### src/rtl/ps2_dir_queue_if.sv
// Keyboard-to-snake command bus: scan byte input, step/flush control, and the decoded direction/pulse outputs.
interface ps2_dir_queue_if #(
    parameter int DEPTH = 4
);
    localparam int CW = $clog2(DEPTH + 1);

    logic [7:0]    key;
    logic          key_rdy;
    logic          step;
    logic          flush;
    logic [1:0]    cur_dir;
    logic [CW-1:0] q_count;
    logic          start_p;
    logic          pause_p;
    logic          overflow_p;

    modport master (
        output key, key_rdy, step, flush,
        input  cur_dir, q_count, start_p, pause_p, overflow_p
    );

    modport slave (
        input  key, key_rdy, step, flush,
        output cur_dir, q_count, start_p, pause_p, overflow_p
    );
endinterface

### src/rtl/ps2_dir_queue.sv
// PS/2 set-2 decoder feeding a filtered direction FIFO for the snake game; one queued turn is applied per step.
// Optional macro WASD_EN adds W/D/S/A make codes as direction requests alongside the extended arrow keys.
module ps2_dir_queue #(
    parameter int         DEPTH    = 4,
    parameter logic [1:0] INIT_DIR = 2'd1
) (
    input logic            clk,
    input logic            rst,
    ps2_dir_queue_if.slave bus
);
    localparam int PW = $clog2(DEPTH);
    localparam int CW = $clog2(DEPTH + 1);

    localparam logic [1:0] ST_IDLE    = 2'd0;
    localparam logic [1:0] ST_EXT     = 2'd1;
    localparam logic [1:0] ST_BRK     = 2'd2;
    localparam logic [1:0] ST_EXT_BRK = 2'd3;

    localparam logic [7:0] K_EXT   = 8'hE0;
    localparam logic [7:0] K_BRK   = 8'hF0;
    localparam logic [7:0] K_UP    = 8'h75;
    localparam logic [7:0] K_RIGHT = 8'h74;
    localparam logic [7:0] K_DOWN  = 8'h72;
    localparam logic [7:0] K_LEFT  = 8'h6B;
    localparam logic [7:0] K_ENTER = 8'h5A;
    localparam logic [7:0] K_SPACE = 8'h29;
`ifdef WASD_EN
    localparam logic [7:0] K_W = 8'h1D;
    localparam logic [7:0] K_D = 8'h23;
    localparam logic [7:0] K_S = 8'h1B;
    localparam logic [7:0] K_A = 8'h1C;
`endif

    logic [1:0]    state_q, state_d;
    logic [1:0]    cur_dir_q;
    logic [CW-1:0] count_q, count_d;
    logic [PW-1:0] wr_ptr_q, rd_ptr_q;
    logic          start_q, start_d;
    logic          pause_q, pause_d;
    logic          ovf_q, ovf_d;
    logic [1:0]    mem_q [DEPTH];

    logic          req_vld;
    logic [1:0]    req_dir;
    logic [PW-1:0] last_ptr;
    logic [1:0]    ref_dir;
    logic          is_full;
    logic          legal;
    logic          pop_en;
    logic          push_en;

    // Prefix tracker: E0 marks an extended code, F0 marks a release; the byte after F0 is swallowed.
    always_comb begin
        state_d = state_q;
        req_vld = 1'b0;
        req_dir = 2'd0;
        start_d = 1'b0;
        pause_d = 1'b0;
        if (bus.key_rdy) begin
            if (bus.key == K_EXT) begin
                state_d = ST_EXT;
            end else if (bus.key == K_BRK) begin
                if (state_q == ST_IDLE) begin
                    state_d = ST_BRK;
                end else if (state_q == ST_EXT) begin
                    state_d = ST_EXT_BRK;
                end
            end else begin
                state_d = ST_IDLE;
                case (state_q)
                    ST_EXT: begin
                        case (bus.key)
                            K_UP:    begin req_vld = 1'b1; req_dir = 2'd0; end
                            K_RIGHT: begin req_vld = 1'b1; req_dir = 2'd1; end
                            K_DOWN:  begin req_vld = 1'b1; req_dir = 2'd2; end
                            K_LEFT:  begin req_vld = 1'b1; req_dir = 2'd3; end
                            default: ;
                        endcase
                    end
                    ST_IDLE: begin
                        case (bus.key)
                            K_ENTER: start_d = 1'b1;
                            K_SPACE: pause_d = 1'b1;
`ifdef WASD_EN
                            K_W:     begin req_vld = 1'b1; req_dir = 2'd0; end
                            K_D:     begin req_vld = 1'b1; req_dir = 2'd1; end
                            K_S:     begin req_vld = 1'b1; req_dir = 2'd2; end
                            K_A:     begin req_vld = 1'b1; req_dir = 2'd3; end
`endif
                            default: ;
                        endcase
                    end
                    default: ;
                endcase
            end
        end
    end

    // The filter compares against the direction the snake will have when this request is reached,
    // i.e. the newest queued entry, falling back to the applied direction when nothing is queued.
    always_comb begin
        last_ptr = wr_ptr_q - PW'(1);
        ref_dir  = (count_q != '0) ? mem_q[last_ptr] : cur_dir_q;
        is_full  = (count_q == CW'(DEPTH));
        pop_en   = bus.step && (count_q != '0);
        legal    = req_vld && (req_dir != ref_dir) && (req_dir != (ref_dir ^ 2'b10));
        push_en  = legal && (!is_full || pop_en);
        ovf_d    = legal && is_full && !pop_en;
    end

    always_comb begin
        count_d = count_q;
        case ({push_en, pop_en})
            2'b10:   count_d = count_q + CW'(1);
            2'b01:   count_d = count_q - CW'(1);
            default: count_d = count_q;
        endcase
    end

    always_ff @(posedge clk) begin
        if (rst || bus.flush) begin
            state_q   <= ST_IDLE;
            cur_dir_q <= INIT_DIR;
            count_q   <= '0;
            wr_ptr_q  <= '0;
            rd_ptr_q  <= '0;
            start_q   <= 1'b0;
            pause_q   <= 1'b0;
            ovf_q     <= 1'b0;
        end else begin
            state_q <= state_d;
            start_q <= start_d;
            pause_q <= pause_d;
            ovf_q   <= ovf_d;
            count_q <= count_d;
            if (push_en) begin
                wr_ptr_q <= wr_ptr_q + PW'(1);
            end
            if (pop_en) begin
                rd_ptr_q  <= rd_ptr_q + PW'(1);
                cur_dir_q <= mem_q[rd_ptr_q];
            end
        end
    end

    // Storage is data only; stale entries are unreachable once the pointers are cleared.
    always_ff @(posedge clk) begin
        if (push_en && !rst && !bus.flush) begin
            mem_q[wr_ptr_q] <= req_dir;
        end
    end

    assign bus.cur_dir    = cur_dir_q;
    assign bus.q_count    = count_q;
    assign bus.start_p    = start_q;
    assign bus.pause_p    = pause_q;
    assign bus.overflow_p = ovf_q;
endmodule

### src/flat_wrapper.sv
// flat-port wrapper written by rule: the top's interface ports become plain ports
module ps2_dir_queue_flat 
#(
    parameter int         DEPTH    = 4,
    parameter logic [1:0] INIT_DIR = 2'd1
)
  (clk, rst, bus_key, bus_key_rdy, bus_step, bus_flush, bus_cur_dir, bus_q_count, bus_start_p, bus_pause_p, bus_overflow_p);
  ps2_dir_queue_if #(.DEPTH(DEPTH)) bus_i ();
  input logic clk;
  input logic rst;
  input wire logic [$bits(bus_i.key)-1:0] bus_key;
  input wire logic [$bits(bus_i.key_rdy)-1:0] bus_key_rdy;
  input wire logic [$bits(bus_i.step)-1:0] bus_step;
  input wire logic [$bits(bus_i.flush)-1:0] bus_flush;
  output wire logic [$bits(bus_i.cur_dir)-1:0] bus_cur_dir;
  output wire logic [$bits(bus_i.q_count)-1:0] bus_q_count;
  output wire logic [$bits(bus_i.start_p)-1:0] bus_start_p;
  output wire logic [$bits(bus_i.pause_p)-1:0] bus_pause_p;
  output wire logic [$bits(bus_i.overflow_p)-1:0] bus_overflow_p;
  assign bus_i.key = bus_key;
  assign bus_i.key_rdy = bus_key_rdy;
  assign bus_i.step = bus_step;
  assign bus_i.flush = bus_flush;
  assign bus_cur_dir = bus_i.cur_dir;
  assign bus_q_count = bus_i.q_count;
  assign bus_start_p = bus_i.start_p;
  assign bus_pause_p = bus_i.pause_p;
  assign bus_overflow_p = bus_i.overflow_p;
  ps2_dir_queue #(.DEPTH(DEPTH), .INIT_DIR(INIT_DIR)) u_core (.clk(clk), .rst(rst), .bus(bus_i));
endmodule
### config.mk
export PLATFORM = sky130hd
export DESIGN_NAME = ps2_dir_queue_flat
export DESIGN_NICKNAME = d
export VERILOG_FILES = /design/src/rtl/ps2_dir_queue_if.sv /design/src/rtl/ps2_dir_queue.sv /design/src/flat_wrapper.sv
export SDC_FILE = /design/constraint.sdc
export NUM_CORES = 1
export LEC_CHECK = 0
export CAP_MARGIN = 5
export CORE_ASPECT_RATIO = 1.25
export CORE_MARGIN = 10
export CORE_UTILIZATION = 50
export DETAILED_ROUTE_END_ITERATION = 8
export PLACE_DENSITY_LB_ADDON = 0.2
export SLEW_MARGIN = 30
export SYNTH_ARGS = -nofsm -noshare
export SYNTH_HDL_FRONTEND = slang
export SYNTH_SLANG_ARGS = --single-unit
### constraint.sdc
create_clock -name clk -period 3.7 [get_ports clk]
set_input_delay 1.11 -clock clk [delete_from_list [all_inputs] [get_ports clk]]
set_output_delay 1.11 -clock clk [all_outputs]
set_load 0.02 [all_outputs]
# After elaboration in Yosys (flattened, before gate mapping)
# Memories as Yosys holds them, arrays and structs flattened. A register that Yosys moved wholly into a read port is not among the register bits.
# Index checks and enable logic that the tools add are counted.
[totals] mem_bits_ro=0 in_bits=13 latch_bits=0 ramBits=8 memories=1 wordCells=71 ff_bits=12
[classes] n_eq_ne=15 addsub=5 n_mux=20 bitwise=3 order_cmp=0 div_mod_pow=0 n_shift=0 mul=0 reduce_logical=20
[mem_list] memory="u_core.mem_q" depth=4 width=2 rd=2 rd_ports_with_merged_regs=1 wr=1 line_no="ps2_dir_queue.sv:41" text="logic [1:0] mem_q [DEPTH];"
[op_table] op="$eq 8x7->1 const B" count=5
[op_table] op="$mux 2" count=9
[op_table] op="$eq 8x8->1 const B" count=2
[op_table] op="$mux 1" count=9
[op_table] op="$eq 8x6->1 const B" count=1
[op_table] op="$logic_and 1x1->1" count=8
[op_table] op="$pmux 2 s3" count=1
[op_table] op="$pmux 3 s2" count=1
[op_table] op="$reduce_or 5->1" count=1
[op_table] op="$add 2x1->2 const B" count=2
[op_table] op="$eq 2x1->1 const B" count=2
[op_table] op="$logic_not 1->1" count=4
[op_table] op="$ne 2x2->1" count=2
[op_table] op="$ne 4x3->1 const B" count=1
[op_table] op="$reduce_or 4->1" count=1
[op_table] op="$add 3x1->3 const B" count=1
[op_table] op="$eq 3x3->1 const B" count=1
[op_table] op="$not 1->1" count=3
[op_table] op="$reduce_bool 3->1" count=1
[op_table] op="$sub 3x1->3 const B" count=1
[op_table] op="$eq 2x2->1 const B" count=1
[op_table] op="$logic_not 2->1" count=1
[op_table] op="$logic_or 1x1->1" count=2
[op_table] op="$reduce_and 2->1" count=1
[op_table] op="2 further kinds" count=2

# Logic depth before layout (Yosys ltp)
# Gate-level depths: netlist (run 1).
[depth] word_depth=14 ltp_mapped=12

# Least setup slack after synthesis (run 1)
# No wires, ideal clock.
[synth_path] path_type="in2reg" start="in bus_key[3]" end="reg u_core.count_q[2], in the netlist u_core.bus.q_count[2]" path_slack_ns=0.621 t_arrival_ns=3.009 path_stages=10 n_path_buf=0 path_cell_list="nand4bb_1 > o22a_2 > xor2_1 > nand3_2 > ha_1 > inv_1 > fa_1 > xor2_1 > or3_1 > a21oi_1"
[synth_via] elab_chain_len=12 word_cells_on_any_way=26 cone_classes="10 x eq/ne; 11 x mux; 5 x reduce/logical"
[synth_rtl] item="from (decl)" line_no="flat_wrapper.sv:11" text="input wire logic [$bits(bus_i.key)-1:0] bus_key;"
[synth_rtl] item="$eq 8x7->1" line_no="ps2_dir_queue.sv:72" text="case (bus.key)"
[synth_rtl] item="$pmux 2 s3 or $reduce_or 4->1 (tied branches)"
[synth_rtl] item="$mux 2 or $mux 1 (tied branches)" line_no="ps2_dir_queue.sv:70, ps2_dir_queue.sv:72"
[synth_rtl] item="$mux 2 or $mux 1 (tied branches)" line_no="ps2_dir_queue.sv:62, ps2_dir_queue.sv:70"
[synth_rtl] item="$mux 2 or $mux 1 (tied branches)" line_no="ps2_dir_queue.sv:60, ps2_dir_queue.sv:62"
[synth_rtl] item="$mux 2 or $mux 1 (tied branches)" line_no="ps2_dir_queue.sv:59, ps2_dir_queue.sv:60"
[synth_rtl] item="$ne 2x2->1 or $mux 1 (tied branches)" line_no="ps2_dir_queue.sv:106, ps2_dir_queue.sv:59"
[synth_rtl] item="$logic_and 1x1->1" line_no="ps2_dir_queue.sv:106" text="legal = req_vld && (req_dir != ref_dir) && (req_dir != (ref_dir ^ 2'b10));"
[synth_rtl] item="$logic_and 1x1->1 *" line_no="ps2_dir_queue.sv:106"
[synth_rtl] item="$logic_and 1x1->1 *" line_no="ps2_dir_queue.sv:107" text="push_en = legal && (!is_full || pop_en);"
[synth_rtl] item="$eq 2x1->1 or $eq 2x2->1 (tied branches)" line_no="ps2_dir_queue.sv:113" text="case ({push_en, pop_en})"
[synth_rtl] item="$pmux 3 s2 or $reduce_bool 2->1 (tied branches)"
[synth_rtl] item="to (signal assigned)" line_no="ps2_dir_queue.sv:135" text="count_q <= count_d;"
[synth_rtl] item="to (decl)" line_no="ps2_dir_queue.sv:36" text="logic [CW-1:0] count_q, count_d;"
# Every way passes the cells marked *; elsewhere a longest branch is shown, timed or not.
# A chain may end at the register's enable or synchronous reset.

# Final worst setup path (run 1)
# Same ends and word-level chain as after synthesis.

==> results of run 1 <==
[how the worst min path moves through the flow]
| stage | start | endpoint | depth (start not counted) |
|---|---|---|---|
| after CTS | u_core.bus.cur_dir[1]$_SDFFE_PP0P_ | u_core.bus.cur_dir[1]$_SDFFE_PP0P_ | 2 |
| after detailed placement | u_core.bus.cur_dir[1]$_SDFFE_PP0P_ | u_core.bus.cur_dir[1]$_SDFFE_PP0P_ | 2 |
| after global placement | u_core.bus.cur_dir[1]$_SDFFE_PP0P_ | u_core.bus.cur_dir[1]$_SDFFE_PP0P_ | 2 |
| after global routing | u_core.bus.cur_dir[1]$_SDFFE_PP0P_ | u_core.bus.cur_dir[1]$_SDFFE_PP0P_ | 2 |
| final | u_core.bus.cur_dir[1]$_SDFFE_PP0P_ | u_core.bus.cur_dir[1]$_SDFFE_PP0P_ | 2 |
| after floorplan | u_core.state_q[1]$_SDFFE_PP0P_ | u_core.state_q[1]$_SDFFE_PP0P_ | 2 |
[worst min-delay path, delay by kind of cell (launching register included)]
family           cells  cell delay [ns]
flip-flops           1             0.33
AO/OA/AOI/OAI        1             0.05
AND/OR/NAND/NOR      1             0.05
[registers in the layout (all words and copies together) (netlist names)]
register / cells
u_core.bus.overflow_p: 1
u_core.mem_q: 8
u_core.bus.q_count: 3
u_core.bus.pause_p: 1
u_core.wr_ptr_q: 2
u_core.bus.cur_dir: 2
u_core.bus.start_p: 1
u_core.rd_ptr_q: 2
u_core.state_q: 2
[routing by layer]
metal  vias up  wire (µm)  global-route usage
li1        428          -                   -
met5         -          0                   0
met4         0         45              0.0522
met3         4        119              0.0350
met1       401        885               0.102
met2        20       1110               0.179
[cells in the mapped netlist (2+ instances only)]
library cell,instances,area (µm²)
ha_1,5,62.6
nor3_1,3,15.0
nor2_1,8,30.0
xor2_1,5,43.8
mux4_2,3,67.6
nand4bb_1,2,22.5
mux2i_1,2,20.0
nand4b_1,2,17.5
nand2_1,10,37.5
edfxtp_1,8,240
a21oi_1,6,30.0
o21ai_0,2,10.0
dfxtp_1,14,280
nand2b_1,5,31.3
inv_1,6,22.5
nor4_1,2,12.5
and2_1,4,25.0
[area by class of cell]
cell class	count	area share
sequential	22	0.361
tap	31	0.0269
clock buffer	3	0.0156
clock inverter	1	0.0208
inverter	6	0.0156
timing repair buffer	21	0.144
multi-input combinational	78	0.416
[kinds of logic after synthesis]
kind of cell | synth area share
XOR/XNOR | 0.0459
flip-flops | 0.454
buffers and inverters | 0.0229
AO/OA/AOI/OAI | 0.0579
AND/OR/NAND/NOR | 0.259
adder cells (fa/ha/maj) | 0.0721
multiplexers | 0.0884
[power groups by stage]
stage / Sequential [W] / Clock, W / Combinational (W)
after floorplan: 0.000254 / 0 / 0.0000101
after global placement: 0.000255 / 0 / 0.0000285
after detailed placement: 0.000255 / 0 / 0.0000289
after CTS: 0.000249 / 0.000191 / 0.0000291
after global routing: 0.000249 / 0.000199 / 0.0000319
final: 0.000249 / 0.000186 / 0.0000289
[through the flow]
step	util	std cells	setup slack [ns]	hold slack [ns]
3_3_place_gp	0.635	158	0.0910	0.446
6_report	0.659	162	0.319	0.465
2_1_floorplan	-	107	0.621	0.446
3_5_place_dp	0.635	158	0.00292	0.453
4_1_cts	0.659	162	0.341	0.471
5_1_grt	0.659	162	0.201	0.497
==> results.md, run 1 <==
Pwr:
- The share of total power dissipated in sequential elements is 0.537.
- Power spread over the standard cell area amounts to 322 nW/µm².
- The share of total power dissipated in the clock network is 0.401.
- The peak supply drop is 282 µV.
- The standby leakage power is 0.494 nW.
- The combinational cell fraction of total power is 0.062.
- Of the total power, the share spent switching nets is 0.192.
- In this run the power spent charging and discharging nets is 0.0000890 W.
- The total internal power is 0.000375 W.
- The overall power after layout is 0.000464 W.

Critical path:
- The last element of the critical path is u_core.bus.q_count[2]$_SDFFE_PP0P_.
- The critical path's most frequent cell is xor2_1.
- The gate family responsible for the most delay along the worst path is simple AND/OR/NAND/NOR gates.
- Together, buffers and inverters on the worst path number 2.
- The worst setup path is captured at a flip-flop.
- The most critical setup path has its startpoint at bus_key[3].
- For the worst setup path, the data arrival time is 3.63 ns.
- For the worst setup path, the data required time is 3.95 ns.
- The depth of the worst register-to-register path is 12.
- The signal on the critical path passes through clkdlybuf4s50_1 -> nand4bb_1 -> o22a_2 -> xor2_1 -> nand3_2 -> ha_1 -> inv_1 -> fa_1 -> xor2_1 -> or3_1 -> a21oi_1.
- The maximum net fanout on the critical path is 6.
- The largest stage delay on the critical path is 0.49 ns.
- In this run the critical register-to-register path is captured at u_core.bus.q_count[2]$_SDFFE_PP0P_.
- In this run the critical register-to-register path is launched from u_core.wr_ptr_q[0]$_SDFFE_PP0P_.
- The total number of cells along the worst setup path is 11.
- Among all stages on the critical path, the largest delay is contributed by clkdlybuf4s50_1.
- Setup slack on the worst reg-to-reg path comes out at 0.76 ns.
- The worst setup path is launched from an input port.
- The path type of the worst setup path is in2reg.

STA:
- Setup repair after global routing left no endpoint under its margin.
- Adding up every negative setup slack in the final design gives 0 ns.
- The final-report hold violation count is 0.
- The final period demand of the worst path is 3.38 ns.
- Headroom to the max-slew limit came out at 0.716.
- The count of pins over their slew limit came to 0.
- Setup violations remaining at the end of the flow were counted as 0.
- The final clock period utilization by the worst path is 0.914.
- The pin slew with the least headroom to its limit is 0.425 ns.
- Based on the critical path, the design can be clocked at up to 296 MHz.
- The final worst clock skew is 0.00654 ns.

Global route:
- The final global-route overflow total is 0.
- The number of antenna violations at the first check in global routing was 0.
- The first global-routing pass estimated 3.72 mm of wire.
- The maximum number of pins on one net before global-route repair is 14.
- The global router's overall resource usage is 0.100.
- The number of global-route vias before repair came to 861.

Floorplanning:
- The placeable core region is 2190 µm².
- The number of top-level pins is 21.
- The vertical die dimension is 73.5 µm.
- The initial utilization of the core area, before any placement, comes to 0.524.
- The number of placement rows is 19.
- The floorplan die area is 4620 µm².
- The width of the die is 62.8 µm.

Yosys:
- The share of flip-flops with an asynchronous set or reset after synthesis is 0.
- The predominant post-synthesis flop cell is dfxtp_1.
- The gate count of the mapped netlist is 107.
- The summed instance area of the synthesized netlist is 1150 µm².
- The average instance in the mapped netlist occupies 10.7 µm².
- After synthesis the netlist holds a flip-flop and latch count of 22.
- In this run, synthesis inferred 8 flip-flops with an integrated enable.
- The number of nets in the synthesized netlist is 126.
- The netlist uses 37 different library cells.
- The part of the Yosys area used for sequential elements is 0.454.
- The Yosys step of the flow raised 0 warnings.

CTS:
- TritonCTS built the clock tree.
- Clock tree synthesis inserted a total of 3 buffers.
- The tree is rooted in a clkbuf_4.
- After clock tree synthesis, the repair step resized 0 gates.
- The clock insertion delay at the later pin of the skew report is 0.32 ns.
- The clock-pin transition on the worst setup and hold timing paths is 0.13 ns.
- The clock passes through at most 2 buffers.
- The number of buffers added for setup after CTS is 0.
- Buffers inserted to repair hold after CTS numbered 0.
- In this run the number of H-tree levels came out at 1.
- For this design, the sink count on the clock tree is 22.

Route:
- In this run the remaining antenna-violating nets after routing total 0.
- In the routed layout, each cell is associated on average with a via count of 5.27.
- The routed layout has 853 vias.
- For this run, design rule violations remaining after detail routing come to 0.
- The first detailed-routing pass took 6 iterations.
- The wire length per cell after detailed routing is 13.3 µm.
- After detailed routing, the total wire length is 2.16 mm.
- The number of DRC violations after detailed-routing iteration 0 is 31.

Layout:
- The sequential cells in the finished layout cover a total of 520 µm².
- After filler insertion, the fill cell instance count of the layout stands at 189.
- The library cells used most frequently in the layout, excluding fill and tap cells, are clkdlybuf4s50_1 (20), dfxtp_1 (14), nand2_1 (10).
- From synthesis to final layout, the design area changed by 25.8%.
- The repair_antennas step left the layout with diodes totalling 0.
- The share of cells above drive strength 1 is 0.0992.
- The cell area after layout is 1440 µm².
- For this run, the post-layout net count is 151.
- The combined area of the multi-input logic cells is 599 µm².
- The most common cell after layout, fill and taps aside is clkdlybuf4s50_1.

Place:
- The congestion estimate from routability-driven global placement came to 0.781.
- The cell area after placement is 1390 µm².
- The total half-perimeter wirelength after legalization and detailed placement is 1.82 mm.
- Input and output buffers added on the ports amount to 20.

Run status:
- The run finished with clean final reports.

Worst hold path:
- The min-delay analysis places its worst path in the category reg2reg.

Run:
- The tool flagged a number of max-cap violations equal to 0.
No activity file was read; power rests on OpenSTA's default activity.
==> inputs of run 2 (changes only) <==
CORE_ASPECT_RATIO = unset   (was 1.25)
==> results.md, run 2 (synthesis results as in run 1) <==
Place:
- The worst slack after detailed placement is -0.0275 ns (-0.0304 ns).
- The instance count after placement with tap cells included is 155 (-1.9%).
- The weighted congestion reported at the end of routability-driven placement is 0.739 (-5.4%).
- The total half-perimeter wirelength after legalization and detailed placement is 1.83 mm (+0.35%).
- The number of buffers added on ports is 20 (unchanged).

Worst hold path:
- The launch point of the worst hold path is u_core.bus.cur_dir[1]$_SDFFE_PP0P_.
- The count of cells along the worst hold path is 2 (unchanged).
- The type of the tightest min-delay check is reg2reg.
- The end point of the worst hold path is u_core.bus.cur_dir[1]$_SDFFE_PP0P_.

Layout:
- The final net count is 151 (unchanged).
- The share of cells above drive strength 1 was 0.0916 (-0.00763).
- The register cell area after layout was 520 µm² (unchanged).
- The number of antenna cells inserted is 0 (unchanged).
- The final cell count without fillers is 159 (-1.9%).
- The number of flip-flops under the largest register name is 8 (unchanged).
- The library cells used most frequently in the layout, excluding fill and tap cells, are clkdlybuf4s50_1 (20), dfxtp_1 (14), nand2_1 (10).
- The register bank with the most flops is u_core.mem_q.
- The combined area of the multi-input logic cells was 599 µm² (unchanged).
- Leaving out fill and tap cells, the most frequent cell in the layout is clkdlybuf4s50_1.
- The area growth from synthesis to final layout is 23.1%.
- The count of filler cells inserted in the layout is 182 (-3.7%).

STA:
- The maximum clock frequency is 293 MHz (-0.87%).
- The count of pins over their slew limit came to 0 (unchanged).
- Setup repair after global routing left no endpoint under its margin.
- The final worst clock skew is 0.00590 ns (-0.000639 ns).
- The max-slew headroom at the worst pin came to 0.670 (-0.0453).
- The smallest setup slack after layout is 0.289 ns (-0.0298 ns).
- The number of setup violations in the final report is 0 (unchanged).
- The final period demand of the worst path is 3.41 ns (+0.0298 ns).
- The final clock period utilization by the worst path was 0.922 (+0.00806).
- The final-report hold violation count is 0 (unchanged).
- The pin slew with the least headroom to its limit came to 0.493 ns (+0.0677 ns).

CTS:
- The number of buffers inserted during clock tree synthesis was 3 (unchanged).
- The maximum level of the CTS H-tree was 1 (unchanged).
- The clock insertion delay at the later pin of the skew report was 0.30 ns (-0.02 ns).
- The number of buffers added for setup after CTS was 0 (unchanged).
- The clock tree from TritonCTS is built.
- The tree is rooted in a clkbuf_4.
- The clock-pin transition on the worst setup and hold timing paths is 0.12 ns (about the same).
- The buffer depth of the longest clock path is 2 (unchanged).
- The quantity of gates resized following cts came to 0 (unchanged).
- The TritonCTS sink count is 22 (unchanged).
- The number of hold buffers added after cts was 0 (unchanged).

Global route:
- The final global-route overflow total is 0 (unchanged).
- The global-route wire length before repair came to 3.84 mm (+3.1%).
- The global router's overall resource usage is 0.106 (+0.00603).
- The maximum number of pins on one net before global-route repair came to 13 (-1).
- The number of antenna violations at the first check in global routing is 0 (unchanged).
- The number of global-route vias before repair came to 869 (+0.93%).

Critical path:
- The critical path goes through clkdlybuf4s50_1 -> nand4bb_1 -> o22a_2 -> xor2_1 -> nand3_2 -> ha_1 -> inv_1 -> fa_1 -> xor2_1 -> or3_1 -> a21oi_1.
- The largest stage delay on the critical path is 0.48 ns (about the same).
- The required time reported for the critical path endpoint is 3.94 ns (about the same).
- The highest-delay cell along the critical path is clkdlybuf4s50_1.
- The signal arrival time at the worst endpoint is 3.65 ns (+0.02 ns).
- The reg-to-reg startpoint is u_core.wr_ptr_q[0]$_SDFFE_PP0P_.
- By startpoint and endpoint, the worst setup path is classified as in2reg.
- The depth of the worst register-to-register path was 12 (unchanged).
- STA classifies the critical path endpoint as a flip-flop.
- By instance count, the cell type seen most on the critical path is xor2_1.
- The register-to-register path setup slack came to 0.70 ns (-0.06 ns).
- STA classifies the critical path startpoint as an input port.
- The worst register-to-register path ends at u_core.bus.q_count[2]$_SDFFE_PP0P_.
- Among cell families on the critical path, the largest total delay comes from simple AND/OR/NAND/NOR gates.
- The maximum net fanout on the critical path was 6 (unchanged).
- The worst path buffer plus inverter count is 2 (unchanged).

Route:
- The detailed-routing iteration count for the pre-antenna-repair pass is 4 (-2).
- The total number of vias is 877 (+2.8%).
- The post-route antenna net violation count was 0 (unchanged).
- The average vias per placed instance is 5.52 (+4.8%).
- The DRC violation count after routing was 0 (unchanged).
- The number of DRC violations after detailed-routing iteration 0 is 47 (+52%).
- The wire length per cell after detailed routing is 14.0 µm (+5.2%).
- The sum of routed wire length over all layers came to 2.23 mm (+3.2%).

Floorplanning:
- The width of the die came to 67.9 µm (+8.0%).
- The number of top-level pins came to 21 (unchanged).
- The number of placement rows is 17 (-2).
- The floorplan die area is 4610 µm² (-0.26%).
- The vertical die dimension was 67.9 µm (-7.7%).
- The placeable core region came to 2190 µm² (+0.17%).
- The effective utilization at floorplan is 0.523 (-0.000898).

Run:
- The max capacitance violation total is 0 (unchanged).

Pwr:
- The power per unit of standard cell area is 275 nW/µm² (-15%).
- The peak supply drop is 186 µV (-34%).
- The standby leakage power was 0.482 nW (-2.5%).

Run status:
- The flow ran to the end, and the final reports show no timing, DRC or antenna violations.
[run 2: changes by cell type in the layout (fill, tap and decap cells not counted), sizes merged]
| cell | previous run | this run |
|---|---|---|
| clkinv | 0 | 1 |
| bufinv | 1 | 0 |
[run 2: worst reg2reg max path: cells and delay by family (launching register included)]
family / cells / cell delay [ns]
xor+xnor: 2 / 0.28
fa+ha+maj: 3 / 0.90
simple gates: 2 / 0.40
buf+inv: 2 / 0.18
flops: 1 / 0.47
mux: 2 / 0.54
compound gates: 1 / 0.16
[run 2: through the flow]
| stage | total power [W] | utilization | instance area, µm² | hold slack, ns | TNS [ns] |
|---|---|---|---|---|---|
| floorplan | 0.000265 | - | 1150 | 0.446 | 0 |
| global placement | 0.000283 | 0.632 | 1390 | 0.447 | 0 |
| detailed placement | 0.000284 | 0.632 | 1390 | 0.450 | -0.0275 |
| CTS | 0.000392 | 0.644 | 1410 | 0.466 | 0 |
| global route | 0.000404 | 0.644 | 1410 | 0.511 | 0 |
| finish | 0.000388 | 0.644 | 1410 | 0.466 | 0 |
[run 2: power breakdown]
part           switching, W  internal [W]  total [W]  leakage [nW]
Combinational     0.0000125     0.0000168  0.0000293         0.279
Clock             0.0000706     0.0000394   0.000110        0.0154
Sequential      0.000000148      0.000249   0.000249         0.187
[run 2: worst max-delay path by stage]
stage | startpoint | end | cells after the start
2_1_floorplan | bus_key[3] | u_core.bus.q_count[2]$_SDFFE_PP0P_ | 10
3_3_place_gp | bus_key[3] | u_core.bus.q_count[2]$_SDFFE_PP0P_ | 11
3_5_place_dp | bus_key[3] | u_core.bus.q_count[2]$_SDFFE_PP0P_ | 11
4_1_cts | bus_key[3] | u_core.bus.q_count[2]$_SDFFE_PP0P_ | 11
5_1_grt | bus_key[3] | u_core.bus.q_count[2]$_SDFFE_PP0P_ | 11
6_report | bus_key[3] | u_core.bus.q_count[2]$_SDFFE_PP0P_ | 11
[run 2: metal layers]
metal	wire, µm	up-vias	GRT usage
met5	0	-	0
met4	24	0	0.0327
met3	183	3	0.0261
met2	1070	27	0.185
met1	951	415	0.126
li1	-	432	-
[run 2: area by class of cell]
class / count / share of cell area
Multi-Input combinational cell: 78 / 0.425
Sequential cell: 22 / 0.369
Timing Repair Buffer: 21 / 0.147
Tap cell: 28 / 0.0248
Clock buffer: 3 / 0.0160
Inverter: 6 / 0.0160
Clock inverter: 1 / 0.00266
